### src/rtl/inst_fetch_pkg.sv
// inst_fetch_pkg: shared fetch/decode packet types, NOP encoding and fetch FSM states
package inst_fetch_pkg;
  localparam logic [31:0] RV_NOP = 32'h0000_0013;
  typedef struct packed {
    logic [29:0] pc;
    logic        pc_valid;
  } dec2if_pkt_t;
  typedef struct packed {
    logic [29:0] pc;
    logic [31:0] inst32;
    logic        inst_valid;
  } if2dec_pkt_t;
  typedef enum logic [1:0] {IDLE, REQ, HOLD} fetch_state_t;
endpackage

### src/rtl/inst_fetch_hold_buf.sv
// fetch_hold_buf: single-entry skid register parking one fetched {pc, inst} while decode stalls
module fetch_hold_buf #(
  parameter int W = 62
) (
  input  logic         clk,
  input  logic         rst,
  input  logic         load_i,
  input  logic         drain_i,
  input  logic [W-1:0] data_i,
  output logic         valid_o,
  output logic [W-1:0] data_o
);
  logic         valid_q, valid_d;
  logic [W-1:0] data_q, data_d;
  // load wins over drain; data only moves on load
  always_comb begin
    valid_d = load_i ? 1'b1 : (drain_i ? 1'b0 : valid_q);
    data_d  = load_i ? data_i : data_q;
  end
  // entry register
  always_ff @(posedge clk or posedge rst) begin
    if (rst) begin
      valid_q <= 1'b0;
      data_q  <= '0;
    end else begin
      valid_q <= valid_d;
      data_q  <= data_d;
    end
  end
  assign valid_o = valid_q;
  assign data_o  = data_q;
endmodule

### src/rtl/inst_fetch.sv
// inst_fetch: issues imem word requests for decode's next pc and returns fetched instructions
module inst_fetch import inst_fetch_pkg::*; #(
  parameter int          MAX_WAIT = 16,
  parameter logic [31:0] NOP_INST = RV_NOP
) (
  input  logic        clk,
  input  logic        rst,
  input  logic        dec_stall_i,
  input  logic [30:0] dec2if_i,
  output logic [62:0] if2dec_o,
  output logic        imem_req_o,
  output logic [29:0] imem_addr_o,
  input  logic        imem_ack_i,
  input  logic [31:0] imem_rdata_i,
  output logic        fetch_stall_o,
  output logic        imem_err_o
);
  localparam int CW = $clog2(MAX_WAIT + 1);
  dec2if_pkt_t  dec;
  fetch_state_t state_q, state_d;
  if2dec_pkt_t  pkt_q, pkt_d;
  logic [29:0]  addr_q, addr_d;
  logic [CW-1:0] cnt_q, cnt_d;
  logic         err_q, err_d;
  logic         hb_load, hb_drain, hb_valid;
  logic [61:0]  hb_data;
  assign dec = dec2if_pkt_t'(dec2if_i);
  fetch_hold_buf #(.W(62)) u_hold (
    .clk    (clk),
    .rst    (rst),
    .load_i (hb_load),
    .drain_i(hb_drain),
    .data_i ({addr_q, imem_rdata_i}),
    .valid_o(hb_valid),
    .data_o (hb_data)
  );
  // next state, request address, output packet, wait counter and sticky timeout
  always_comb begin
    state_d  = state_q;
    addr_d   = addr_q;
    pkt_d    = dec_stall_i ? pkt_q : '{pc: pkt_q.pc, inst32: NOP_INST, inst_valid: 1'b0};
    cnt_d    = '0;
    err_d    = err_q;
    hb_load  = 1'b0;
    hb_drain = 1'b0;
    case (state_q)
      IDLE: begin
        addr_d  = dec.pc_valid ? dec.pc : addr_q;
        state_d = dec.pc_valid ? REQ : IDLE;
      end
      REQ: begin
        err_d = err_q | (cnt_q >= CW'(MAX_WAIT - 1));
        cnt_d = imem_ack_i ? '0 : (cnt_q >= CW'(MAX_WAIT) ? cnt_q : cnt_q + 1'b1);
        if (imem_ack_i && dec_stall_i) begin
          hb_load = 1'b1;
          state_d = HOLD;
        end else if (imem_ack_i) begin
          pkt_d   = '{pc: addr_q, inst32: imem_rdata_i, inst_valid: 1'b1};
          addr_d  = dec.pc_valid ? dec.pc : addr_q;
          state_d = dec.pc_valid ? REQ : IDLE;
        end
      end
      HOLD: begin
        if (!dec_stall_i) begin
          pkt_d    = if2dec_pkt_t'({hb_data, hb_valid});
          hb_drain = 1'b1;
          state_d  = IDLE;
        end
      end
      default: state_d = IDLE;
    endcase
  end
  // state and datapath registers
  always_ff @(posedge clk or posedge rst) begin
    if (rst) begin
      state_q <= IDLE;
      addr_q  <= '0;
      pkt_q   <= '{pc: '0, inst32: NOP_INST, inst_valid: 1'b0};
      cnt_q   <= '0;
      err_q   <= 1'b0;
    end else begin
      state_q <= state_d;
      addr_q  <= addr_d;
      pkt_q   <= pkt_d;
      cnt_q   <= cnt_d;
      err_q   <= err_d;
    end
  end
  assign if2dec_o      = pkt_q;
  assign imem_req_o    = state_q == REQ;
  assign imem_addr_o   = addr_q;
  assign fetch_stall_o = (state_q == REQ && !imem_ack_i) || state_q == HOLD;
  assign imem_err_o    = err_q;
endmodule

### config.mk
export PLATFORM = sky130hd
export DESIGN_NAME = inst_fetch
export DESIGN_NICKNAME = d
export VERILOG_FILES = /design/src/rtl/inst_fetch_pkg.sv /design/src/rtl/inst_fetch_hold_buf.sv /design/src/rtl/inst_fetch.sv
export SDC_FILE = /design/constraint.sdc
export NUM_CORES = 1
export LEC_CHECK = 0
export ABC_CLOCK_PERIOD_IN_PS = 4400
export CAP_MARGIN = 20
export CORE_MARGIN = 2
export CORE_UTILIZATION = 30
export DETAILED_ROUTE_END_ITERATION = 7
export HOLD_SLACK_MARGIN = 0.03
export PLACE_DENSITY = 0.52
export SLEW_MARGIN = 15
export SYNTH_ARGS = -nofsm -noshare
export SYNTH_HDL_FRONTEND = slang
export SYNTH_HIERARCHICAL = 1
export SYNTH_SLANG_ARGS = --single-unit
### constraint.sdc
create_clock -name clk -period 4.4 [get_ports clk]
set_input_delay 0.88 -clock clk [delete_from_list [all_inputs] [get_ports clk]]
set_output_delay 0.88 -clock clk [all_outputs]
set_load 0.03 [all_outputs]
Yosys cells after proc, flatten, opt, wreduce, memory -nomap -nowiden

Cells that the tools add are included.
W data, S select, Z words.

Bits in registers: 164
Output and inout bits: 96
Word-level logic and storage cells: 52

Add/subtract/negate cells: 1
$lt $le $gt $ge: 2
Eq/ne operators: 7
Muxes and demuxes: 23
Bitwise gates (word level): 1
Reductions and logical operators: 9

Operators by type and width:

| kind                  | number |
|---|---|
| $mux W63              | 3 |
| $pmux W63 S2          | 1 |
| $mux W30              | 3 |
| $pmux W30 S2          | 1 |
| $mux W33              | 1 |
| $mux W5               | 3 |
| $mux W1               | 7 |
| $mux W2               | 3 |
| $pmux W2 S3           | 1 |
| $add A5 B1 Y5 const B | 1 |
| $ge A5 B4 Y1 const B  | 1 |
| $ge A5 B5 Y1 const B  | 1 |
| $ne A2 B2 Y1 const B  | 2 |
| $reduce_bool A2 Y1    | 2 |
| $ne A3 B1 Y1 const B  | 1 |
| $ne A3 B3 Y1 const B  | 1 |
| $reduce_and A3 Y1     | 1 |
| $eq A2 B1 Y1 const B  | 1 |
| $eq A2 B2 Y1 const B  | 1 |
| $logic_and A1 B1 Y1   | 2 |
| $logic_not A2 Y1      | 1 |
| $ne A2 B1 Y1 const B  | 1 |
| $reduce_and A2 Y1     | 1 |
| $logic_not A1 Y1      | 1 |
| 2 further kinds       | 2 |

Depth between registers and ports, before layout

Gate-level depths: netlist of the first run.

Word-level depth: 4
Mapped depth: 7

Modules after synthesis

Netlist of the first run, hierarchy kept.

Modules (own cells, without submodules):

| module         | times used | cells an instance | area an instance (um^2) | sequential area each (um^2) |
|---|---|---|---|---|
| inst_fetch     | 1          | 338               | 4,645.7                 | 2,531.2 |
| fetch_hold_buf | 1          | 135               | 2,642.5                 | 1,576.5 |

Worst setup path after synthesis of the first run

OpenSTA, ideal clock, no wires.

Path kind: reg-to-output
Start point: reg state_q[1]
End point: out fetch_stall_o
Data arrival time: 1.455 ns
Data required time: 3.520 ns
Slack: 2.065 ns
Stages on the path, launching flop included: 6
Buffers on the path: 1
Cells stage by stage: dfrtp_1 > inv_1 > ha_1 > buf_4 > nand2b_1 > nand2_1

Longest elaborated chain between the ends: 3

RTL lines:

| what                   | line             | source |
|---|---|---|
| from (decl)            | inst_fetch.sv:20 | `fetch_state_t state_q, state_d;` |
| from (signal assigned) | inst_fetch.sv:82 | `state_q <= state_d;` |
| $eq A2 B1 Y1           | n/a              |  |
| via imem_req_o         | inst_fetch.sv:11 | `output logic imem_req_o,` |
| $logic_and A1 B1 Y1    | inst_fetch.sv:92 | `assign fetch_stall_o = (state_q == REQ && !imem_ack_i) \|\| state_q == HOLD;` |
| $logic_or A1 B1 Y1     | inst_fetch.sv:92 |  |
| to (decl)              | inst_fetch.sv:15 | `output logic fetch_stall_o,` |

The timed path passes the listed nets, and every way through them passes these cells.

Final worst setup path of the first run

Start point: in imem_ack_i
End point: out fetch_stall_o

Longest elaborated chain between the ends: 3

RTL lines:

| what                | line             | source |
|---|---|---|
| from (decl)         | inst_fetch.sv:13 | `input logic imem_ack_i,` |
| $logic_not A1 Y1    | inst_fetch.sv:92 |  |
| $logic_and A1 B1 Y1 | inst_fetch.sv:92 |  |
| $logic_or A1 B1 Y1  | inst_fetch.sv:92 |  |

No other way between the ends.

==> results of run 1 <==
[logic make-up after synthesis]
| family | after synthesis |
|---|---|
| adders and majority gates | 5 |
| AOI/OAI and AO/OA | 108 |
| buffers and inverters | 41 |
| DFF | 164 |
| muxes | 123 |
| and+or+nand+nor | 29 |
| xor gates and xnor gates | 3 |
[metrics by stage]
stage / std cells / hold WS [ns] / power, mW
floorplan: 473 / 0.453 / 4.23
global placement: 934 / 0.473 / 5.07
detailed placement: 935 / 0.473 / 5.13
CTS: 966 / 0.494 / 6.77
global route: 966 / 0.503 / 7.03
finish: 966 / 0.485 / 6.68
[worst max-delay path by stage]
stage	to	slack, ns	cells past startpoint
final	fetch_stall_o	0.95	4
after global routing	fetch_stall_o	0.79	6
after CTS	fetch_stall_o	0.93	6
after detailed placement	fetch_stall_o	0.97	4
after global placement	fetch_stall_o	1.01	4
after floorplan	cnt_q[0]$_DFFE_PP0P_	0.88	1
[critical path: stages]
cell and delay [ns]:
sky130_fd_sc_hd__clkdlybuf4s50_1 0.56, sky130_fd_sc_hd__nand2b_1 0.29, sky130_fd_sc_hd__nand2_1 0.14, sky130_fd_sc_hd__clkdlybuf4s50_1 0.70
[sequential cells by signal, indices dropped and copies added, names as in the netlist]
signal / count
cnt_q: 5
if2dec_o: 63
imem_addr_o: 30
imem_err_o: 1
state_q: 2
u_hold/data_o: 62
u_hold/valid_o: 1
[final cells by class]
class | instances | area (um2)
inverter | 7 | 28.8
sequential | 164 | 4110
tap | 324 | 405
clock buffer | 17 | 425
clock inverter | 14 | 199
timing repair buffer | 172 | 1730
multi-input combinational | 268 | 2860
fill | 2268 | 14400
[power breakdown]
group	switching, mW	internal, mW	leakage [nW]
Sequential	0.420	2.08	2.08
Clock	0.625	0.958	0.311
Combinational	1.25	1.34	1.73
[cells in the final DEF, fill, tap and decap left out, types with 2 or more instances in the layout]
| master | n |
|---|---|
| sky130_fd_sc_hd__inv_6 | 5 |
| sky130_fd_sc_hd__a22oi_1 | 32 |
| sky130_fd_sc_hd__inv_1 | 5 |
| sky130_fd_sc_hd__a22o_1 | 31 |
| sky130_fd_sc_hd__nor2_1 | 7 |
| sky130_fd_sc_hd__mux2_2 | 33 |
| sky130_fd_sc_hd__nand2_1 | 5 |
| sky130_fd_sc_hd__buf_12 | 2 |
| sky130_fd_sc_hd__ha_1 | 5 |
| sky130_fd_sc_hd__clkinv_2 | 3 |
| sky130_fd_sc_hd__nand2b_1 | 3 |
| sky130_fd_sc_hd__a21oi_1 | 6 |
| sky130_fd_sc_hd__nor2b_1 | 5 |
| sky130_fd_sc_hd__dfstp_2 | 3 |
| sky130_fd_sc_hd__a21o_1 | 2 |
| sky130_fd_sc_hd__o21ai_0 | 2 |
| sky130_fd_sc_hd__mux2_4 | 89 |
| sky130_fd_sc_hd__xor2_1 | 2 |
| sky130_fd_sc_hd__clkbuf_16 | 17 |
| sky130_fd_sc_hd__bufinv_16 | 4 |
| sky130_fd_sc_hd__dfrtp_1 | 161 |
| sky130_fd_sc_hd__clkdlybuf4s50_1 | 162 |
| sky130_fd_sc_hd__nand4b_1 | 2 |
| sky130_fd_sc_hd__and3_4 | 2 |
| sky130_fd_sc_hd__o2bb2ai_1 | 31 |
| sky130_fd_sc_hd__buf_4 | 7 |
[layer usage]
| metal | vias to the layer above | wire (um) |
|---|---|---|
| li1 | 2067 | - |
| met1 | 2320 | 7870 |
| met2 | 122 | 8020 |
| met3 | 7 | 1040 |
| met4 | 0 | 119 |
| met5 | - | 0 |
==> results.env, run 1 <==
TRITONCTS='built'
LAYOUT-DRIVE-GT1-SHARE_PCT=26.9
POST-PLACE-WS_NS=0.966
WHS_ENDPOINT='imem_err_o$_DFFE_PP0P_'
CLOCK_TREE.ROOT_CELL='sky130_fd_sc_hd__clkbuf_16'
SYNTH_TOP_CELLS_BY_AREA='sky130_fd_sc_hd__dfrtp_1 (55%), sky130_fd_sc_hd__mux2_4 (18%), sky130_fd_sc_hd__mux2_2 (5.1%)'
TIMING.SLEW.HEADROOM_PCT=34.6
FP.DIEW_UM=160
GRT_UTIL_MET3_PCT=4.55
GRT_UTIL_OVERALL_PCT=13.8
P_PER_AREA_nW_PER_UM2=685
ARRIVAL_NS=2.57
SYN-NUM-NETS=545
FIN_WORST_SKEW_NS=0.0108
FINAL.MIN_CLOCK_PERIOD_NS=3.45
POST-ROUTE-DRC-COUNT=0
LARGEST_FAMILY_OF_LOGIC_CELLS_BY_SYNTHESIZED_AREA='multiplexers'
SETUP.WORST_PATH.START_CLASS='input port'
SYNTH-SEQ-AREA-SHARE_PCT=56.4
WORST_SETUP_PATH_END_KIND='output pin'
GRT_FIRST_PASS_WIRELENGTH_UM=27900
SYNTH-XOR-AREA-SHARE_PCT=0.361
POST_CTS.REPAIR.SETUP_BUFFERS=0
CTSRESIZECOUNT=0
DIE_H_UM=160
YOSYS.AREA_SHARE.ADDER_PCT=0.858
PLACE.GP.CONGESTION=0.731
MAX-CLOCK-PATH-BUFFERS=2
TIMING.FINAL.CRIT_SHARE_PCT=78.5
GRTUSAGEMET2_PCT=22.4
POST_CTS_HOLD_BUFFER_COUNT=0
CRIT_START='imem_ack_i'
CLOCK_LATENCY_ON_THE_WORST_SKEW_PAIR_NS=0.42
DRT-INITIAL-DRC-COUNT=161
YOSYS.AREA_SHARE.SIMPLE_PCT=2.23
VIASPERCELL=4.67
HOLDPATHSTAGES=1
WORSTHOLDPATHTYPE='flip-flop to flip-flop'
R2R_END='if2dec_o[36]$_DFFE_PP0P_'
DETAIL_ROUTE.FIRST_PASS.ITERATIONS=4
SYNTHESIS.YOSYS.WARNINGS=6
MAX_SLEW_VIOLATIONS=0
GRT_ANTENNA_BEFORE_REPAIR=0
SYNTH.DISTINCT_CELLS=35
AVGROUTEDWIREPERCELL_UM=17.7
REGISTER_BIT_TOTAL_FROM_SYNTHESIS=164
R2R.WORST_PATH.CELLS=7
NUMBER_OF_FLOPS_MAPPED_TO_ENABLE_CELLS_BY_YOSYS=0
SYNTH_LARGEST_TYPE_AREA_FRACTION_PCT=55.3
COMPOUND_GATE_PORTION_OF_THE_SYNTHESIZED_AREA_PCT=12.0
POST_SYNTH_MOST_FREQUENT_CELLS='sky130_fd_sc_hd__dfrtp_1 (161), sky130_fd_sc_hd__mux2_4 (89), sky130_fd_sc_hd__mux2_2 (33)'
R2R_SETUP_SLK_NS=1.50
SYNTHARSTFLOPSHARE_PCT=100
TRITONCTS_NUM_SINKS=164
NUMPORTBUFFERS=162
WORST-SETUP-PATH-TYPE='input port to output pin'
SYN_INST=473
TIMING.CRITICAL_PATH.FANOUT_MAX=7
IO-PIN-COUNT=163
SETUP-TNS-FINAL_NS=0
LARGEST_NET_DEGREE_AT_THE_START_OF_GLOBAL_ROUTING=61
POSTSYNTHAREAPERCELL_UM2=15.4
CTS_HTREE_LEVELS=4
CLKTRANSATPATHREGS_NS=0.06
FLOORPLAN.INITIALDENSITY_PCT=30.2
AREA_GROWTH_PCT=33.8
SYNTHMOSTINSTANTIATEDCELL='sky130_fd_sc_hd__dfrtp_1'
GRT_PASS1_VIAS=4936
SYNTH_AREA_UM2=7290
ANT_CELLS=0
GRT.BUSIEST_LAYER='met2'
DOMINANTREGCELLSYNTH='sky130_fd_sc_hd__dfrtp_1'
REPORT.FINAL.SETUP_VIOL=0
LAYOUT.CELL_AREA.NON_FILLER_UM2=9750
TRITONCTS.NUM_BUFFERS=17
LEAKAGE_POWER_nW=4.12
TIMING.CRITICAL_PATH.REQUIRED_NS=3.52
MAX_SLEW.WORST_PIN.SLEW_NS=0.978
GR-TOTAL-OVERFLOW=0
DETAILED_PLACE_HPWL_UM=11200
IR_DROP_uV=273
FINAL_NETS=702
ANTENNA_VIOLATING_NETS_LEFT=0
FINAL_CORE_UTILIZATION_PCT=40.5
ROUTE.FINAL.WIRE_LENGTH_UM=17100
FMAXACHIEVABLE_MHz=290
NETLIST.TOP_CELL.BY_AREA='sky130_fd_sc_hd__dfrtp_1'
HP-START='imem_err_o$_DFFE_PP0P_'
CORE-AREA_UM2=24100
FINAL.SETUP.WORST_SLACK_NS=0.947
DIE-AREA_UM2=25600
GRT_SETUP_UNREPAIRED='no'
REPORT.FINAL.HOLD_VIOL_COUNT=0
OUTCOME='completed'
MET1_TRACK_UTILIZATION_FROM_GLOBAL_ROUTING_PCT=18.0
ROUTE.VIAS.TOTAL=4516
TIMING.MAX_CAP.VIOLATIONS=0
PLACEDINSTANCEAREA_UM2=9130
ROWS=57
RR_STARTPOINT='state_q[0]$_DFFE_PP0P_'
YOSYS-MUX-AREA-FRACTION_PCT=23.6
(Power assumes the default switching activity.)
==> inputs of run 2 (changes only) <==
Settings changed: ABC_CLOCK_PERIOD_IN_PS 4400 to 2900, PLACE_DENSITY 0.52 to 0.54.
Clock period 4.4 ns to 2.9 ns, I/O delays scaled along.
==> results.env, run 2 (same netlist as run 1, synthesis figures left out) <==
REPORT.FINAL.SETUP_VIOL=0  # unchanged
TIMING.MAX_CAP.VIOLATIONS=0  # unchanged
WORST-SETUP-PATH-TYPE='flip-flop to output pin'
ARRIVAL_NS=2.11  # -0.46 ns
TIMING.CRITICAL_PATH.SLOWEST_CELL_DELAY_NS=0.78  # +0.08 ns
ROUTE.FINAL.WIRE_LENGTH_UM=17600  # +3.5%
GRT_UTIL_MET3_PCT=3.79  # -0.75 points
WORSTHOLDPATHTYPE='flip-flop to flip-flop'
POST-ROUTE-DRC-COUNT=0  # unchanged
CTSRESIZECOUNT=0  # unchanged
GRT_SETUP_UNREPAIRED='no'
GR-TOTAL-OVERFLOW=0  # unchanged
FLIP_FLOP_COUNT_OF_THE_LARGEST_REGISTER_ALL_COPIES_AND_WORDS_ADDED=63  # unchanged
TIMING.SLEW.HEADROOM_PCT=50.4  # +16 points
AREA_GROWTH_PCT=34.5
FINAL.SETUP.WORST_SLACK_NS=0.210  # -0.737 ns
OUTCOME='completed'
TIMING.CRITICAL_PATH.FANOUT_MAX=11  # +4
GRTUSAGEMET2_PCT=22.6  # +0.20 points
TIMING.FINAL.CRIT_SHARE_PCT=92.7
MAX-CLOCK-PATH-BUFFERS=2  # unchanged
ANTENNA_VIOLATING_NETS_LEFT=0  # unchanged
GRT_FIRST_PASS_WIRELENGTH_UM=28500  # +2.3%
DIE_H_UM=160  # unchanged
SETUP.WORST_PATH.START_CLASS='flip-flop'
MAX_SLEW_VIOLATIONS=0  # unchanged
HIGHEST_COUNT_CELLS_IN_THE_LAYOUT_IGNORING_FILL_AND_TAPS='sky130_fd_sc_hd__dfrtp_1 (161), sky130_fd_sc_hd__clkdlybuf4s50_1 (161), sky130_fd_sc_hd__mux2_4 (89), sky130_fd_sc_hd__mux2_2 (33), sky130_fd_sc_hd__a22oi_1 (32)'
LARGEST_NET_DEGREE_AT_THE_START_OF_GLOBAL_ROUTING=53  # -13%
POST-PLACE-WS_NS=0.415  # -0.551 ns
TRITONCTS.NUM_BUFFERS=17  # unchanged
GRT.BUSIEST_LAYER='met2'
DETAILED_PLACE_HPWL_UM=11700  # +4.8%
CLKTRANSATPATHREGS_NS=0.07  # about the same
LAYOUT-DRIVE-GT1-SHARE_PCT=27.6  # +0.63 points
CRITICAL_PATH.N_BUFFERS_INVERTERS=2  # unchanged
FLOORPLAN.INITIALDENSITY_PCT=30.2  # unchanged
CLOCK_LATENCY_ON_THE_WORST_SKEW_PAIR_NS=0.43  # about the same
FP.DIEW_UM=160  # unchanged
CLOCK_TREE.ROOT_CELL='sky130_fd_sc_hd__clkbuf_16'
CTS_HTREE_LEVELS=4  # unchanged
CORE-AREA_UM2=24100  # unchanged
VIASPERCELL=4.71  # +0.71%
LEAKAGE_POWER_nW=4.14  # +0.38%
ANT_CELLS=0  # unchanged
FINAL.MIN_CLOCK_PERIOD_NS=2.69
MET1_TRACK_UTILIZATION_FROM_GLOBAL_ROUTING_PCT=18.6  # +0.57 points
TRITONCTS='built'
REPORT.FINAL.HOLD_VIOL_COUNT=0  # unchanged
WORST_SETUP_PATH_END_KIND='output pin'
IR_DROP_uV=363  # +33%
FINAL_CORE_UTILIZATION_PCT=40.7  # +0.21 points
FIN_WORST_SKEW_NS=0.0133  # +0.00252 ns
DIE-AREA_UM2=25600  # unchanged
FMAXACHIEVABLE_MHz=372
POST_CTS_HOLD_BUFFER_COUNT=0  # unchanged
CRITPATHTOPFAMILY='buffers and inverters'
GRT_PASS1_VIAS=5067  # +2.7%
P_PER_AREA_nW_PER_UM2=1030  # +50%
GRT_ANTENNA_BEFORE_REPAIR=0  # unchanged
NFILLCELLS=2240  # -1.2%
PLACE.GP.CONGESTION=0.738  # +1.0%
ROUTE.VIAS.TOTAL=4581  # +1.4%
FINAL_NETS=708  # +0.85%
NUMPORTBUFFERS=162  # unchanged
MAX_SLEW.WORST_PIN.SLEW_NS=0.743  # -0.235 ns
TIMING.CRITICAL_PATH.REQUIRED_NS=2.32  # -1.20 ns
NUMPLACEDINSTANCES=941  # +0.64%
DRT-INITIAL-DRC-COUNT=194  # +20%
CRITICAL_PATH.CELL_CHAIN='inv_1 -> ha_1 -> clkdlybuf4s50_1'
IO-PIN-COUNT=163  # unchanged
DETAIL_ROUTE.FIRST_PASS.ITERATIONS=4  # unchanged
AVGROUTEDWIREPERCELL_UM=18.1  # +2.7%
SETUP-TNS-FINAL_NS=0  # unchanged
TRITONCTS_NUM_SINKS=164  # unchanged
FIN_CELLS=973  # +0.72%
CRITPATHSLOWESTCELL='sky130_fd_sc_hd__clkdlybuf4s50_1'
POST_CTS.REPAIR.SETUP_BUFFERS=0  # unchanged
ROWS=57  # unchanged
GRT_UTIL_OVERALL_PCT=14.1  # +0.26 points
-- run 2: changes by cell type in the layout (fill, tap and decap cells not counted), moves of 2 or more --
| cell | change |
|---|---|
| sky130_fd_sc_hd__buf_12 | +4 |
| sky130_fd_sc_hd__buf_4 | +4 |
| sky130_fd_sc_hd__bufinv_16 | -2 |
| sky130_fd_sc_hd__clkinv_4 | +3 |
| sky130_fd_sc_hd__clkinvlp_4 | +2 |
-- run 2: area by class of cell --
cell class              instances  area [um2]  share of cell area, %
flip-flops and latches        164        4110                   41.9
multi-input cells             268        2860                   29.1
repair buffers                178        1810                   18.5
clock buffers                  19         443                   4.52
well taps                     324         405                   4.13
clock inverters                13         148                   1.51
inverters                       7        30.0                  0.306
-- run 2: path summary, 6_finish.rpt --
| kind | start | endpoint | slack, ns | cells past startpoint |
|---|---|---|---|---|
| worst min-delay path | imem_err_o$_DFFE_PP0P_ | imem_err_o$_DFFE_PP0P_ | 0.48 | 1 |
| worst max-delay path | state_q[1]$_DFFE_PP0P_ | imem_req_o | 0.21 | 3 |
| worst min register to register | imem_err_o$_DFFE_PP0P_ | imem_err_o$_DFFE_PP0P_ | 0.48 | 1 |
| worst max register to register | state_q[1]$_DFFE_PP0P_ | u_hold/data_o[23]$_DFFE_PP0P_ | 0.75 | 5 |
| min in group asynchronous | rst | u_hold/data_o[37]$_DFFE_PP0P_ | 0.69 | 2 |
| max in group asynchronous | rst | u_hold/data_o[2]$_DFFE_PP0P_ | 1.54 | 3 |
-- run 2: worst register-to-register path, delay by kind of cell (launching register included) --
family                     cells  cell delay [ns]
DFF                            1             0.42
and+or+nand+nor                1             0.43
adders and majority gates      1             0.38
buffers and inverters          2             0.40
muxes                          1             0.40
-- run 2: metal layers --
layer | part of all wire [%] | wire length, um | vias up
li1 | - | - | 2082
met1 | 47 | 8270 | 2345
met2 | 46 | 8170 | 140
met3 | 5.7 | 1000 | 14
met4 | 1.1 | 194 | 0
met5 | 0 | 0 | -
-- run 2: per-stage QoR --
stage / cell area [um2] / power (mW) / hold WS, ns
after detailed placement: 9210 / 7.87 / 0.469
after floorplan: 7290 / 6.41 / 0.453
after global placement: 9210 / 7.77 / 0.464
after global routing: 9800 / 10.6 / 0.508
final: 9800 / 10.1 / 0.478
after CTS: 9800 / 10.2 / 0.484
-- run 2: report_power, final --
| group | leakage, nW | switching, mW | total (mW) | internal (mW) |
|---|---|---|---|---|
| Clock | 0.289 | 0.980 | 2.29 | 1.31 |
| Sequential | 2.08 | 0.640 | 3.80 | 3.16 |
| Combinational | 1.77 | 1.93 | 4.02 | 2.09 |
==> inputs of run 3 (changes only) <==
Settings changed: CORE_MARGIN 2 to 1.
==> results.env, run 3 (same netlist as run 1, synthesis figures left out) <==
DIE-AREA_UM2=24900  # -2.5%
TIMING.CRITICAL_PATH.REQUIRED_NS=2.32  # about the same
TIMING.SLEW.HEADROOM_PCT=63.3  # +13 points
ARRIVAL_NS=2.06  # -0.05 ns
CRITICAL_PATH.CELL_CHAIN='inv_1 -> ha_1 -> clkdlybuf4s50_1'
OUTCOME='completed'
CLOCK_LATENCY_ON_THE_WORST_SKEW_PAIR_NS=0.43  # about the same
DRT-INITIAL-DRC-COUNT=152  # -22%
POST-PLACE-WS_NS=0.423  # +0.00754 ns
REPORT.FINAL.SETUP_VIOL=0  # unchanged
FLOORPLAN.INITIALDENSITY_PCT=30.8  # +0.54 points
CTSRESIZECOUNT=0  # unchanged
TRITONCTS.NUM_BUFFERS=17  # unchanged
ANT_CELLS=0  # unchanged
P_PER_AREA_nW_PER_UM2=1030  # -0.39%
WORST_SETUP_PATH_END_KIND='output pin'
FINAL.MIN_CLOCK_PERIOD_NS=2.64  # -0.0522 ns
VIASPERCELL=4.70  # -0.23%
FINAL_NETS=705  # -0.42%
ROUTE.VIAS.TOTAL=4533  # -1.0%
CORE-AREA_UM2=23700  # -1.8%
POST_CTS_HOLD_BUFFER_COUNT=0  # unchanged
CLOCK_TREE.ROOT_CELL='sky130_fd_sc_hd__clkbuf_16'
SETUP-TNS-FINAL_NS=0  # unchanged
FINAL.SETUP.WORST_SLACK_NS=0.262  # +0.0522 ns
FP.DIEW_UM=158  # -1.3%
CLKTRANSATPATHREGS_NS=0.07  # about the same
CRITPATHSLOWESTCELL='sky130_fd_sc_hd__clkdlybuf4s50_1'
MAX-CLOCK-PATH-BUFFERS=2  # unchanged
AREA_GROWTH_PCT=33.9
GRT_PASS1_VIAS=5020  # -0.93%
REPORT.FINAL.HOLD_VIOL_COUNT=0  # unchanged
LAYOUT-DRIVE-GT1-SHARE_PCT=27.4  # -0.18 points
WORSTHOLDPATHTYPE='flip-flop to flip-flop'
ROUTE.FINAL.WIRE_LENGTH_UM=17100  # -2.8%
IR_DROP_uV=371  # +2.3%
SETUP.WORST_PATH.START_CLASS='flip-flop'
FMAXACHIEVABLE_MHz=379  # +2.0%
MULTI_INPUT_LOGIC_AREA_UM2=2860  # unchanged
GRT_ANTENNA_BEFORE_REPAIR=0  # unchanged
FIN_WORST_SKEW_NS=0.0112  # -0.00205 ns
WORST-SETUP-PATH-TYPE='flip-flop to output pin'
HIGHEST_COUNT_CELLS_IN_THE_LAYOUT_IGNORING_FILL_AND_TAPS='sky130_fd_sc_hd__dfrtp_1 (161), sky130_fd_sc_hd__clkdlybuf4s50_1 (161), sky130_fd_sc_hd__mux2_4 (89), sky130_fd_sc_hd__mux2_2 (33), sky130_fd_sc_hd__a22oi_1 (32)'
POST_CTS.REPAIR.SETUP_BUFFERS=0  # unchanged
GRT_FIRST_PASS_WIRELENGTH_UM=27400  # -3.9%
GR-TOTAL-OVERFLOW=0  # unchanged
HOLDPATHSTAGES=1  # unchanged
TRITONCTS='built'
FLIP_FLOP_COUNT_OF_THE_LARGEST_REGISTER_ALL_COPIES_AND_WORDS_ADDED=63  # unchanged
AVGROUTEDWIREPERCELL_UM=17.8  # -2.0%
LEAKAGE_POWER_nW=4.12  # -0.42%
LARGEST_NET_DEGREE_AT_THE_START_OF_GLOBAL_ROUTING=102  # +92%
IO-PIN-COUNT=163  # unchanged
NFILLCELLS=2221  # -0.85%
MAX_SLEW_VIOLATIONS=0  # unchanged
POST-ROUTE-DRC-COUNT=0  # unchanged
TIMING.FINAL.CRIT_SHARE_PCT=90.9  # -1.8 points
PLACE.GP.CONGESTION=0.757  # +2.5%
TIMING.CRITICAL_PATH.FANOUT_MAX=10  # -1
GRT_SETUP_UNREPAIRED='no'
ANTENNA_VIOLATING_NETS_LEFT=0  # unchanged
GRT_UTIL_OVERALL_PCT=14.5  # +0.39 points
NUMPORTBUFFERS=162  # unchanged
SEQCELLAREA_UM2=4110  # unchanged
DETAIL_ROUTE.FIRST_PASS.ITERATIONS=4  # unchanged
ROWS=56  # -1.8%
CTS_HTREE_LEVELS=4  # unchanged
TIMING.CRITICAL_PATH.SLOWEST_CELL_DELAY_NS=0.74  # -0.04 ns
TIMING.MAX_CAP.VIOLATIONS=0  # unchanged
R2R.WORST_PATH.CELLS=6  # +1
DETAILED_PLACE_HPWL_UM=11100  # -5.7%
TRITONCTS_NUM_SINKS=164  # unchanged
DIE_H_UM=158  # -1.3%
MAX_SLEW.WORST_PIN.SLEW_NS=0.550  # -0.193 ns
-- run 3: cell types whose count changed in the layout (fill, tap and decap cells not counted) --
cell                         before  now
sky130_fd_sc_hd__inv_8            0    4
sky130_fd_sc_hd__clkbuf_1         1    0
sky130_fd_sc_hd__bufinv_16        2    0
sky130_fd_sc_hd__clkinv_8         0    3
sky130_fd_sc_hd__buf_4           11    9
sky130_fd_sc_hd__clkbuf_8         1    0
sky130_fd_sc_hd__buf_12           6    5
sky130_fd_sc_hd__clkinv_2         2    1
sky130_fd_sc_hd__clkinv_4         4    3
sky130_fd_sc_hd__clkinvlp_4       2    1
-- run 3: final cells by class --
cell class	instances	share of cell area, %
clock buffers	17	4.36
clock inverters	15	1.64
inverters	7	0.308
multi-input cells	268	29.3
flip-flops and latches	164	42.1
well taps	319	4.09
repair buffers	175	18.2
-- run 3: through the flow --
step	instances	hold WS (ns)	total power [mW]	utilization (%)	cell area (um2)
finish	965	0.465	10.0	41.2	9760
global route	965	0.490	10.6	41.2	9760
CTS	965	0.468	10.2	41.2	9760
detailed placement	933	0.452	7.83	38.7	9170
global placement	933	0.444	7.72	38.7	9170
floorplan	473	0.453	6.41	-	7290
-- run 3: path summary, 6_finish.rpt --
check | startpoint | to | slack (ns)
min in group asynchronous | rst | u_hold/data_o[3]$_DFFE_PP0P_ | 0.55
max in group asynchronous | rst | u_hold/data_o[11]$_DFFE_PP0P_ | 1.61
setup / recovery | state_q[1]$_DFFE_PP0P_ | imem_req_o | 0.26
setup reg to reg | state_q[1]$_DFFE_PP0P_ | u_hold/data_o[60]$_DFFE_PP0P_ | 0.75
hold reg to reg | imem_err_o$_DFFE_PP0P_ | imem_err_o$_DFFE_PP0P_ | 0.46
hold / removal | imem_err_o$_DFFE_PP0P_ | imem_err_o$_DFFE_PP0P_ | 0.46
-- run 3: per-layer routing --
metal	global-route usage [%]	vias up	wire, um
met2	24.0	128	7990
met4	5.36	0	292
li1	-	2078	-
met1	17.6	2309	7710
met5	0	-	0
met3	4.41	18	1160
-- run 3: critical path: cells and delay by family, from the launching register on --
kind / cells / cell delay [ns]
fa+ha+maj: 1 / 0.36
flops: 1 / 0.42
buf+inv: 2 / 0.85
-- run 3: where the power goes --
part	internal, mW	switching (mW)	total, mW
Combinational	2.07	1.90	3.97
Clock	1.15	1.09	2.24
Sequential	3.16	0.649	3.81
Total	6.38	3.63	10.0
